## src/rtl/multicycle_ctrl_if.sv

```systemverilog
// multicycle_ctrl_if: instruction fields and memory handshake into the control FSM,
// datapath controls and debug status out of it.
interface multicycle_ctrl_if #(
   parameter int ALUCTRL_WIDTH = 4,
   parameter int IMMSRC_WIDTH  = 3,
   parameter int RETIRE_WIDTH  = 32
);
   logic [6:0]               op;
   logic [2:0]               funct3;
   logic                     funct7_5;
   logic                     ZERO;
   logic                     mem_ready;
   logic                     MemRead;
   logic                     MemWrite;
   logic                     AdrSrc;
   logic                     IRWrite;
   logic                     PCWrite;
   logic                     RegWrite;
   logic [1:0]               ALUSrcA;
   logic [1:0]               ALUSrcB;
   logic [1:0]               ResultSrc;
   logic [ALUCTRL_WIDTH-1:0] ALUctrl;
   logic [IMMSRC_WIDTH-1:0]  Immsrc;
   logic                     illegal;
   logic [3:0]               state_out;
   logic [RETIRE_WIDTH-1:0]  retired;

   modport master (
      input  op, funct3, funct7_5, ZERO, mem_ready,
      output MemRead, MemWrite, AdrSrc, IRWrite, PCWrite, RegWrite,
             ALUSrcA, ALUSrcB, ResultSrc, ALUctrl, Immsrc, illegal, state_out, retired
   );

   modport slave (
      output op, funct3, funct7_5, ZERO, mem_ready,
      input  MemRead, MemWrite, AdrSrc, IRWrite, PCWrite, RegWrite,
             ALUSrcA, ALUSrcB, ResultSrc, ALUctrl, Immsrc, illegal, state_out, retired
   );
endinterface

```

## src/rtl/multicycle_ctrl.sv

```systemverilog
// multicycle_ctrl: fetch/decode/execute/memory/writeback sequencer for the multi-cycle
// RV32I core over one shared memory port; also counts retired instructions.
module multicycle_ctrl #(
   parameter int ALUCTRL_WIDTH = 4,
   parameter int IMMSRC_WIDTH  = 3,
   parameter int RETIRE_WIDTH  = 32
) (
   input logic               clk,
   input logic               rst,
   multicycle_ctrl_if.master bus
);
   typedef enum logic [3:0] {
      FETCH    = 4'd0,
      DECODE   = 4'd1,
      MEMADR   = 4'd2,
      MEMREAD  = 4'd3,
      MEMWB    = 4'd4,
      MEMWRITE = 4'd5,
      EXECR    = 4'd6,
      ALUWB    = 4'd7,
      EXECI    = 4'd8,
      JAL      = 4'd9,
      BRANCH   = 4'd10,
      LUI      = 4'd11,
      ERROR    = 4'd12
   } state_e;

   localparam logic [6:0] OP_LOAD  = 7'b0000011;
   localparam logic [6:0] OP_STORE = 7'b0100011;
   localparam logic [6:0] OP_R     = 7'b0110011;
   localparam logic [6:0] OP_I     = 7'b0010011;
   localparam logic [6:0] OP_JAL   = 7'b1101111;
   localparam logic [6:0] OP_BR    = 7'b1100011;
   localparam logic [6:0] OP_LUI   = 7'b0110111;

   localparam logic [ALUCTRL_WIDTH-1:0] ALU_ADD = ALUCTRL_WIDTH'(0);
   localparam logic [ALUCTRL_WIDTH-1:0] ALU_SUB = ALUCTRL_WIDTH'(1);
   localparam logic [ALUCTRL_WIDTH-1:0] ALU_AND = ALUCTRL_WIDTH'(2);
   localparam logic [ALUCTRL_WIDTH-1:0] ALU_OR  = ALUCTRL_WIDTH'(3);
   localparam logic [ALUCTRL_WIDTH-1:0] ALU_XOR = ALUCTRL_WIDTH'(4);
   localparam logic [ALUCTRL_WIDTH-1:0] ALU_SLT = ALUCTRL_WIDTH'(5);
   localparam logic [ALUCTRL_WIDTH-1:0] ALU_SLL = ALUCTRL_WIDTH'(6);
   localparam logic [ALUCTRL_WIDTH-1:0] ALU_SRL = ALUCTRL_WIDTH'(7);

   localparam logic [IMMSRC_WIDTH-1:0] IMM_I = IMMSRC_WIDTH'(0);
   localparam logic [IMMSRC_WIDTH-1:0] IMM_S = IMMSRC_WIDTH'(1);
   localparam logic [IMMSRC_WIDTH-1:0] IMM_B = IMMSRC_WIDTH'(2);
   localparam logic [IMMSRC_WIDTH-1:0] IMM_U = IMMSRC_WIDTH'(3);
   localparam logic [IMMSRC_WIDTH-1:0] IMM_J = IMMSRC_WIDTH'(4);

   state_e                   state_q, state_d;
   logic                     illegal_q;
   logic [RETIRE_WIDTH-1:0]  retired_q;
   logic                     retire;
   logic                     mem_read, mem_write, adr_src, ir_write, pc_write, reg_write;
   logic [1:0]               src_a, src_b, result_src;
   logic [ALUCTRL_WIDTH-1:0] alu_ctrl, alu_f3;
   logic [IMMSRC_WIDTH-1:0]  imm_src;

   // funct3 decode shared by register and immediate ops; SUB is picked per state
   assign alu_f3 = (bus.funct3 == 3'b111) ? ALU_AND :
                   (bus.funct3 == 3'b110) ? ALU_OR  :
                   (bus.funct3 == 3'b100) ? ALU_XOR :
                   (bus.funct3 == 3'b010) ? ALU_SLT :
                   (bus.funct3 == 3'b001) ? ALU_SLL :
                   (bus.funct3 == 3'b101) ? ALU_SRL : ALU_ADD;

   always_comb begin
      state_d    = state_q;
      retire     = 1'b0;
      mem_read   = 1'b0;
      mem_write  = 1'b0;
      adr_src    = 1'b0;
      ir_write   = 1'b0;
      pc_write   = 1'b0;
      reg_write  = 1'b0;
      src_a      = 2'b00;
      src_b      = 2'b00;
      result_src = 2'b00;
      alu_ctrl   = ALU_ADD;
      imm_src    = IMM_I;
      case (state_q)
         FETCH: begin
            mem_read   = 1'b1;
            src_b      = 2'b10;
            result_src = 2'b10;
            ir_write   = bus.mem_ready;
            pc_write   = bus.mem_ready;
            state_d    = bus.mem_ready ? DECODE : FETCH;
         end
         DECODE: begin
            src_a   = 2'b01;
            src_b   = 2'b01;
            imm_src = (bus.op == OP_JAL) ? IMM_J : IMM_B;
            state_d = (bus.op == OP_LOAD || bus.op == OP_STORE) ? MEMADR :
                      (bus.op == OP_R)   ? EXECR  :
                      (bus.op == OP_I)   ? EXECI  :
                      (bus.op == OP_JAL) ? JAL    :
                      (bus.op == OP_BR)  ? BRANCH :
                      (bus.op == OP_LUI) ? LUI    : ERROR;
         end
         MEMADR: begin
            src_a   = 2'b10;
            src_b   = 2'b01;
            imm_src = (bus.op == OP_STORE) ? IMM_S : IMM_I;
            state_d = (bus.op == OP_STORE) ? MEMWRITE : MEMREAD;
         end
         MEMREAD: begin
            mem_read = 1'b1;
            adr_src  = 1'b1;
            state_d  = bus.mem_ready ? MEMWB : MEMREAD;
         end
         MEMWB: begin
            result_src = 2'b01;
            reg_write  = 1'b1;
            retire     = 1'b1;
            state_d    = FETCH;
         end
         MEMWRITE: begin
            mem_write = 1'b1;
            adr_src   = 1'b1;
            retire    = bus.mem_ready;
            state_d   = bus.mem_ready ? FETCH : MEMWRITE;
         end
         EXECR: begin
            src_a    = 2'b10;
            alu_ctrl = (bus.funct3 == 3'b000 && bus.funct7_5) ? ALU_SUB : alu_f3;
            state_d  = ALUWB;
         end
         EXECI: begin
            src_a    = 2'b10;
            src_b    = 2'b01;
            alu_ctrl = alu_f3;
            state_d  = ALUWB;
         end
         ALUWB: begin
            reg_write = 1'b1;
            retire    = 1'b1;
            state_d   = FETCH;
         end
         // ALUOut still holds the jump target from DECODE while the ALU forms the link value
         JAL: begin
            src_a    = 2'b01;
            src_b    = 2'b10;
            pc_write = 1'b1;
            state_d  = ALUWB;
         end
         BRANCH: begin
            src_a    = 2'b10;
            alu_ctrl = ALU_SUB;
            pc_write = (bus.funct3 == 3'b000) ? bus.ZERO :
                       (bus.funct3 == 3'b001) ? !bus.ZERO : 1'b0;
            retire   = (bus.funct3 == 3'b000 || bus.funct3 == 3'b001);
            state_d  = (bus.funct3 == 3'b000 || bus.funct3 == 3'b001) ? FETCH : ERROR;
         end
         LUI: begin
            src_a   = 2'b11;
            src_b   = 2'b01;
            imm_src = IMM_U;
            state_d = ALUWB;
         end
         default: state_d = ERROR;
      endcase
   end

   always_ff @(posedge clk or negedge rst) begin
      if (!rst) begin
         state_q   <= FETCH;
         illegal_q <= 1'b0;
         retired_q <= '0;
      end else begin
         state_q   <= state_d;
         illegal_q <= illegal_q | (state_d == ERROR);
         if (retire) retired_q <= retired_q + RETIRE_WIDTH'(1);
      end
   end

   // controls are masked while reset is held so nothing leaks from the FETCH decode
   assign bus.MemRead   = rst & mem_read;
   assign bus.MemWrite  = rst & mem_write;
   assign bus.AdrSrc    = rst & adr_src;
   assign bus.IRWrite   = rst & ir_write;
   assign bus.PCWrite   = rst & pc_write;
   assign bus.RegWrite  = rst & reg_write;
   assign bus.ALUSrcA   = rst ? src_a : 2'b00;
   assign bus.ALUSrcB   = rst ? src_b : 2'b00;
   assign bus.ResultSrc = rst ? result_src : 2'b00;
   assign bus.ALUctrl   = rst ? alu_ctrl : ALU_ADD;
   assign bus.Immsrc    = rst ? imm_src : IMM_I;
   assign bus.illegal   = illegal_q;
   assign bus.state_out = state_q;
   assign bus.retired   = retired_q;
endmodule

```

## src/flat_wrapper.sv

```systemverilog
// flat-port wrapper written by rule: the top's interface ports become plain ports
module multicycle_ctrl_flat 
#(
   parameter int ALUCTRL_WIDTH = 4,
   parameter int IMMSRC_WIDTH  = 3,
   parameter int RETIRE_WIDTH  = 32
)
  (clk, rst, bus_op, bus_funct3, bus_funct7_5, bus_ZERO, bus_mem_ready, bus_MemRead, bus_MemWrite, bus_AdrSrc, bus_IRWrite, bus_PCWrite, bus_RegWrite, bus_ALUSrcA, bus_ALUSrcB, bus_ResultSrc, bus_ALUctrl, bus_Immsrc, bus_illegal, bus_state_out, bus_retired);
  multicycle_ctrl_if #(.ALUCTRL_WIDTH(ALUCTRL_WIDTH), .IMMSRC_WIDTH(IMMSRC_WIDTH), .RETIRE_WIDTH(RETIRE_WIDTH)) bus_i ();
  input logic clk;
  input logic rst;
  input wire logic [$bits(bus_i.op)-1:0] bus_op;
  input wire logic [$bits(bus_i.funct3)-1:0] bus_funct3;
  input wire logic [$bits(bus_i.funct7_5)-1:0] bus_funct7_5;
  input wire logic [$bits(bus_i.ZERO)-1:0] bus_ZERO;
  input wire logic [$bits(bus_i.mem_ready)-1:0] bus_mem_ready;
  output wire logic [$bits(bus_i.MemRead)-1:0] bus_MemRead;
  output wire logic [$bits(bus_i.MemWrite)-1:0] bus_MemWrite;
  output wire logic [$bits(bus_i.AdrSrc)-1:0] bus_AdrSrc;
  output wire logic [$bits(bus_i.IRWrite)-1:0] bus_IRWrite;
  output wire logic [$bits(bus_i.PCWrite)-1:0] bus_PCWrite;
  output wire logic [$bits(bus_i.RegWrite)-1:0] bus_RegWrite;
  output wire logic [$bits(bus_i.ALUSrcA)-1:0] bus_ALUSrcA;
  output wire logic [$bits(bus_i.ALUSrcB)-1:0] bus_ALUSrcB;
  output wire logic [$bits(bus_i.ResultSrc)-1:0] bus_ResultSrc;
  output wire logic [$bits(bus_i.ALUctrl)-1:0] bus_ALUctrl;
  output wire logic [$bits(bus_i.Immsrc)-1:0] bus_Immsrc;
  output wire logic [$bits(bus_i.illegal)-1:0] bus_illegal;
  output wire logic [$bits(bus_i.state_out)-1:0] bus_state_out;
  output wire logic [$bits(bus_i.retired)-1:0] bus_retired;
  assign bus_i.op = bus_op;
  assign bus_i.funct3 = bus_funct3;
  assign bus_i.funct7_5 = bus_funct7_5;
  assign bus_i.ZERO = bus_ZERO;
  assign bus_i.mem_ready = bus_mem_ready;
  assign bus_MemRead = bus_i.MemRead;
  assign bus_MemWrite = bus_i.MemWrite;
  assign bus_AdrSrc = bus_i.AdrSrc;
  assign bus_IRWrite = bus_i.IRWrite;
  assign bus_PCWrite = bus_i.PCWrite;
  assign bus_RegWrite = bus_i.RegWrite;
  assign bus_ALUSrcA = bus_i.ALUSrcA;
  assign bus_ALUSrcB = bus_i.ALUSrcB;
  assign bus_ResultSrc = bus_i.ResultSrc;
  assign bus_ALUctrl = bus_i.ALUctrl;
  assign bus_Immsrc = bus_i.Immsrc;
  assign bus_illegal = bus_i.illegal;
  assign bus_state_out = bus_i.state_out;
  assign bus_retired = bus_i.retired;
  multicycle_ctrl #(.ALUCTRL_WIDTH(ALUCTRL_WIDTH), .IMMSRC_WIDTH(IMMSRC_WIDTH), .RETIRE_WIDTH(RETIRE_WIDTH)) u_core (.clk(clk), .rst(rst), .bus(bus_i));
endmodule
```

## config.mk

```make
export PLATFORM = sky130hd
export DESIGN_NAME = multicycle_ctrl_flat
export DESIGN_NICKNAME = d
export VERILOG_FILES = /design/src/rtl/multicycle_ctrl_if.sv /design/src/rtl/multicycle_ctrl.sv /design/src/flat_wrapper.sv
export SDC_FILE = /design/constraint.sdc
export NUM_CORES = 1
export LEC_CHECK = 0
export BUFFER_PORTS_ARGS = -buffer_cell sky130_fd_sc_hd__clkbuf_2
export CAP_MARGIN = 20
export CORE_MARGIN = 4
export CORE_UTILIZATION = 52
export CTS_CLUSTER_SIZE = 24
export DETAILED_ROUTE_END_ITERATION = 7
export HOLD_SLACK_MARGIN = 0.05
export PLACE_DENSITY_LB_ADDON = 0.25
export SLEW_MARGIN = 40
export SYNTH_ARGS = -nofsm -noshare
export SYNTH_HDL_FRONTEND = slang
export SYNTH_SLANG_ARGS = --single-unit
```

## constraint.sdc

```tcl
create_clock -name clk -period 2 [get_ports clk]
set_input_delay 0 -clock clk [delete_from_list [all_inputs] [get_ports clk]]
set_output_delay 0 -clock clk [all_outputs]
set_load 0.1 [all_outputs]
```

==> results.sh <==
export IMPL_power_mw=4.891
export IMPL_drtIter0Drc=150
export IMPL_critPathKind="flip-flop to output port"
export IMPL_seqCellArea_um2=972.2
export IMPL_power_frac_comb_pct=64.7
export IMPL_synth_area_per_cell_um2=8.703
export IMPL_rsz0062_at_grt="true"
export IMPL_crit_chain="or4b_4, o31a_1, nor3_4, buf_12"
export IMPL_route_detailed_drc=0
export IMPL_synth_cells=271
export IMPL_syn_to_final_growth_pct=42.02
export IMPL_crit_path_top_delay_cell="or4b_4"
export IMPL_core_area_um2=4384
export IMPL_cp_required_ps=2000
export IMPL_htree_levels=2
export IMPL_worstSetupEndpointType="output port"
export IMPL_yosys_area_top_type="dfrtp_1"
export IMPL_slowest_delay_ps=530
export IMPL_synthFlopType="dfrtp_1"
export IMPL_cts_inserted_buffers=5
export IMPL_cap_violations=0
export IMPL_multi_input_area_um2=1494
export IMPL_fillers=312
export IMPL_internal_power_mw=2.142
export IMPL_cts_setup_buffers=0
export IMPL_dp_cells=390
export IMPL_die_w_um=75.35
export IMPL_slew_viol_final=0
export IMPL_ys_seq_area_share_pct=39.26
export IMPL_grt_pass1_vias=2107
export IMPL_postSynth_asyncResetShare_pct=100.0
export IMPL_switchingPower_mw=2.749
export IMPL_synth_ff_latch_count=37
export IMPL_power_density_nw_per_um2=1460
export IMPL_setup_violations=0
export IMPL_wl_per_cell_um=15.33
export IMPL_viasPerCell=5.767
export IMPL_post_synth_num_cell_types=54
export IMPL_nets=362
export IMPL_setup_tns_ps=0
export IMPL_critPathLaunchType="flip-flop"
export IMPL_drive_gt1_share_pct=42.36
export IMPL_cts_path_max_buffers=2
export IMPL_tightest_slew_ps=548.3
export IMPL_path_max_fanout=6
export IMPL_grt_pass1_wl_um=9949
export IMPL_die_area_um2=5677
export IMPL_ant_nets=0
export IMPL_grt_max_degree=29
export IMPL_rows=24
export IMPL_fin_cells=399
export IMPL_yosysWarnings=0
export IMPL_io_pins=71
export IMPL_dpl_hpwl_um=4650
export IMPL_vias=2301
export IMPL_routabilityCongestion=0.8471
export IMPL_cts_clk_slew_worst_paths_ps=70
export IMPL_syn_area_um2=2359
export IMPL_finalHoldViolCount=0
export IMPL_p_clk_share_pct=13.6
export IMPL_numPortBuffers=69
export IMPL_p_seq_share_pct=21.7
export IMPL_fin_util_pct=76.40
export IMPL_synthDominantCellAreaShare_pct=39.26
export IMPL_min_path_type="primary input to asynchronous set/reset pin"
export IMPL_cts_tree="built"
export IMPL_start_util_pct=53.80
export IMPL_clock_sinks=37
export IMPL_period_needed_ps=1961
export IMPL_max_freq_ghz=0.5098
export IMPL_status="finished, final reports clean"
export IMPL_clock_latency_ps=280
export IMPL_critical_path_arrival_ps=1960
export IMPL_synthTopCellsByArea="dfrtp_1 (39%), xnor2_1 (7.4%), xor2_1 (5.2%)"
export IMPL_globalRoute_totalOverflow=0
export IMPL_finalCritPeriodShare_pct=98.07
export IMPL_grt_antenna_before_repair=0
export IMPL_ir_worst_vdd_mv=1.180
export IMPL_first_pass_iters=4
export IMPL_cts_root_buffer="clkbuf_8"
export IMPL_synthesis_nets=287
export IMPL_p_leak_nw=1.514
export IMPL_grtUsageTotal_pct=22.46
export IMPL_sw_frac_of_total_pct=56.21
export IMPL_relSlewSlack_pct=63.60
export IMPL_synth_enable_flop_cells=0
export IMPL_chipHeight_um=75.35
export IMPL_finClkSkew_ps=2.386
export IMPL_antenna_cells=0
export IMPL_wl_um=6118
## cell type report
class                   instances  share of cell area [%]
flip-flops and latches         37                   29.03
clock inverters                 2                   1.121
inverters                      12                   1.345
multi-input cells             209                   44.60
clock buffers                   6                   2.465
repair buffers                 81                   19.50
well taps                      52                   1.942
## power groups by stage
stage | logic (mW) | registers [mW] | clock network, mW
final | 3.17 | 1.06 | 0.664
after global routing | 3.35 | 1.08 | 0.702
after CTS | 3.14 | 1.06 | 0.672
after detailed placement | 3.13 | 1.07 | 0
after global placement | 3.10 | 1.06 | 0
after floorplan | 1.66 | 1.79 | 0
## cell usage in the layout (no fill, tap or decap), types with 3 or more instances in the layout
cell type and count:
clkbuf_2 52, nand2_1 30, dfrtp_2 25, nor2_1 21, xnor2_1 20, xor2_1 14, buf_12 14, buf_4 13
nor3_1 12, nand4_1 11, inv_1 11, o21ai_0 9, nand3_1 8, dfrtp_1 8, nor2b_1 7, a21oi_1 6
nand2b_1 6, nor3_4 6, nor2_4 6, clkbuf_8 6, and3_1 5, and4_1 4, dfrtp_4 4, nor4_4 3
## path summary, 6_finish.rpt
kind,start,end,slack (ps),cells after the start
max,u_core.bus.state_out[0],bus_PCWrite,40,4
min,rst,u_core.bus.state_out[1],200,2
max reg2reg,u_core.bus.state_out[0],u_core.bus.illegal,130,5
min reg2reg,u_core.bus.retired[31],u_core.bus.retired[31],470,1
max in group asynchronous,rst,u_core.bus.retired[6],1060,3
min in group clk,bus_mem_ready,u_core.bus.state_out[1],200,4
## stage by stage
step                worst slack, ps  hold slack, ps  area, µm²
detailed placement            72.80          -37.10       3192
CTS                           12.03           175.4       3322
global route                 -32.42           247.6       3349
floorplan                    -190.7          -295.6       2566
global placement              159.9          -46.72       3192
finish                        38.56           196.1       3349
## what timing repair did
item,CTS,global route
endpoints found under the setup margin,0,14
hold endpoints to repair,9,0
hold buffers,1,0
gates resized for setup,0,7
## cells in the mapped netlist, drive strengths merged, types with 2 or more instances
master	n
a41oi	2
clkbuf	6
buf	7
o211a	2
a21oi	7
and3	6
nor2b	8
nor4	3
nor2	29
xnor2	20
inv	12
nand2	30
dfrtp	37
a31oi	2
nand4	12
nand2b	6
o21ai	10
and4	5
nor3	18
nand3	9
xor2	15
o22ai	2
## state kept, by name, summed over array words and instances, names as in the netlist
| name | flops |
|---|---|
| u_core.bus.retired | 32 |
| u_core.bus.state_out | 4 |
| u_core.bus.illegal | 1 |
## cells by family (layout without fill, tap and decap cells)
group | after synthesis | in the layout | synth area share, %
mux | 2 | 2 | 0.9018
other cells | 1 | 1 | 0.1590
xor+xnor | 35 | 35 | 13.32
buf+inv | 25 | 101 | 4.986
simple gates | 134 | 134 | 30.56
fa+ha+maj | 1 | 1 | 0.5304
flops | 37 | 37 | 39.26
compound gates | 36 | 36 | 10.29
## critical path, delay by kind of cell, from the launching register on
| family | cells | cell delay (ps) |
|---|---|---|
| DFF | 1 | 510 |
| AOI/OAI and AO/OA | 1 | 280 |
| buffers and inverters | 1 | 200 |
| and+or+nand+nor | 2 | 690 |
## routing by layer
| metal | share of wire, % | global-route usage (%) | vias to the layer above |
|---|---|---|---|
| li1 | - | - | 1097 |
| met3 | 6.0 | 5.805 | 6 |
| met2 | 49 | 34.71 | 69 |
| met4 | 0.56 | 3.689 | 0 |
| met5 | 0 | 0 | - |
| met1 | 44 | 32.47 | 1129 |
(Power assumes the default switching activity.)
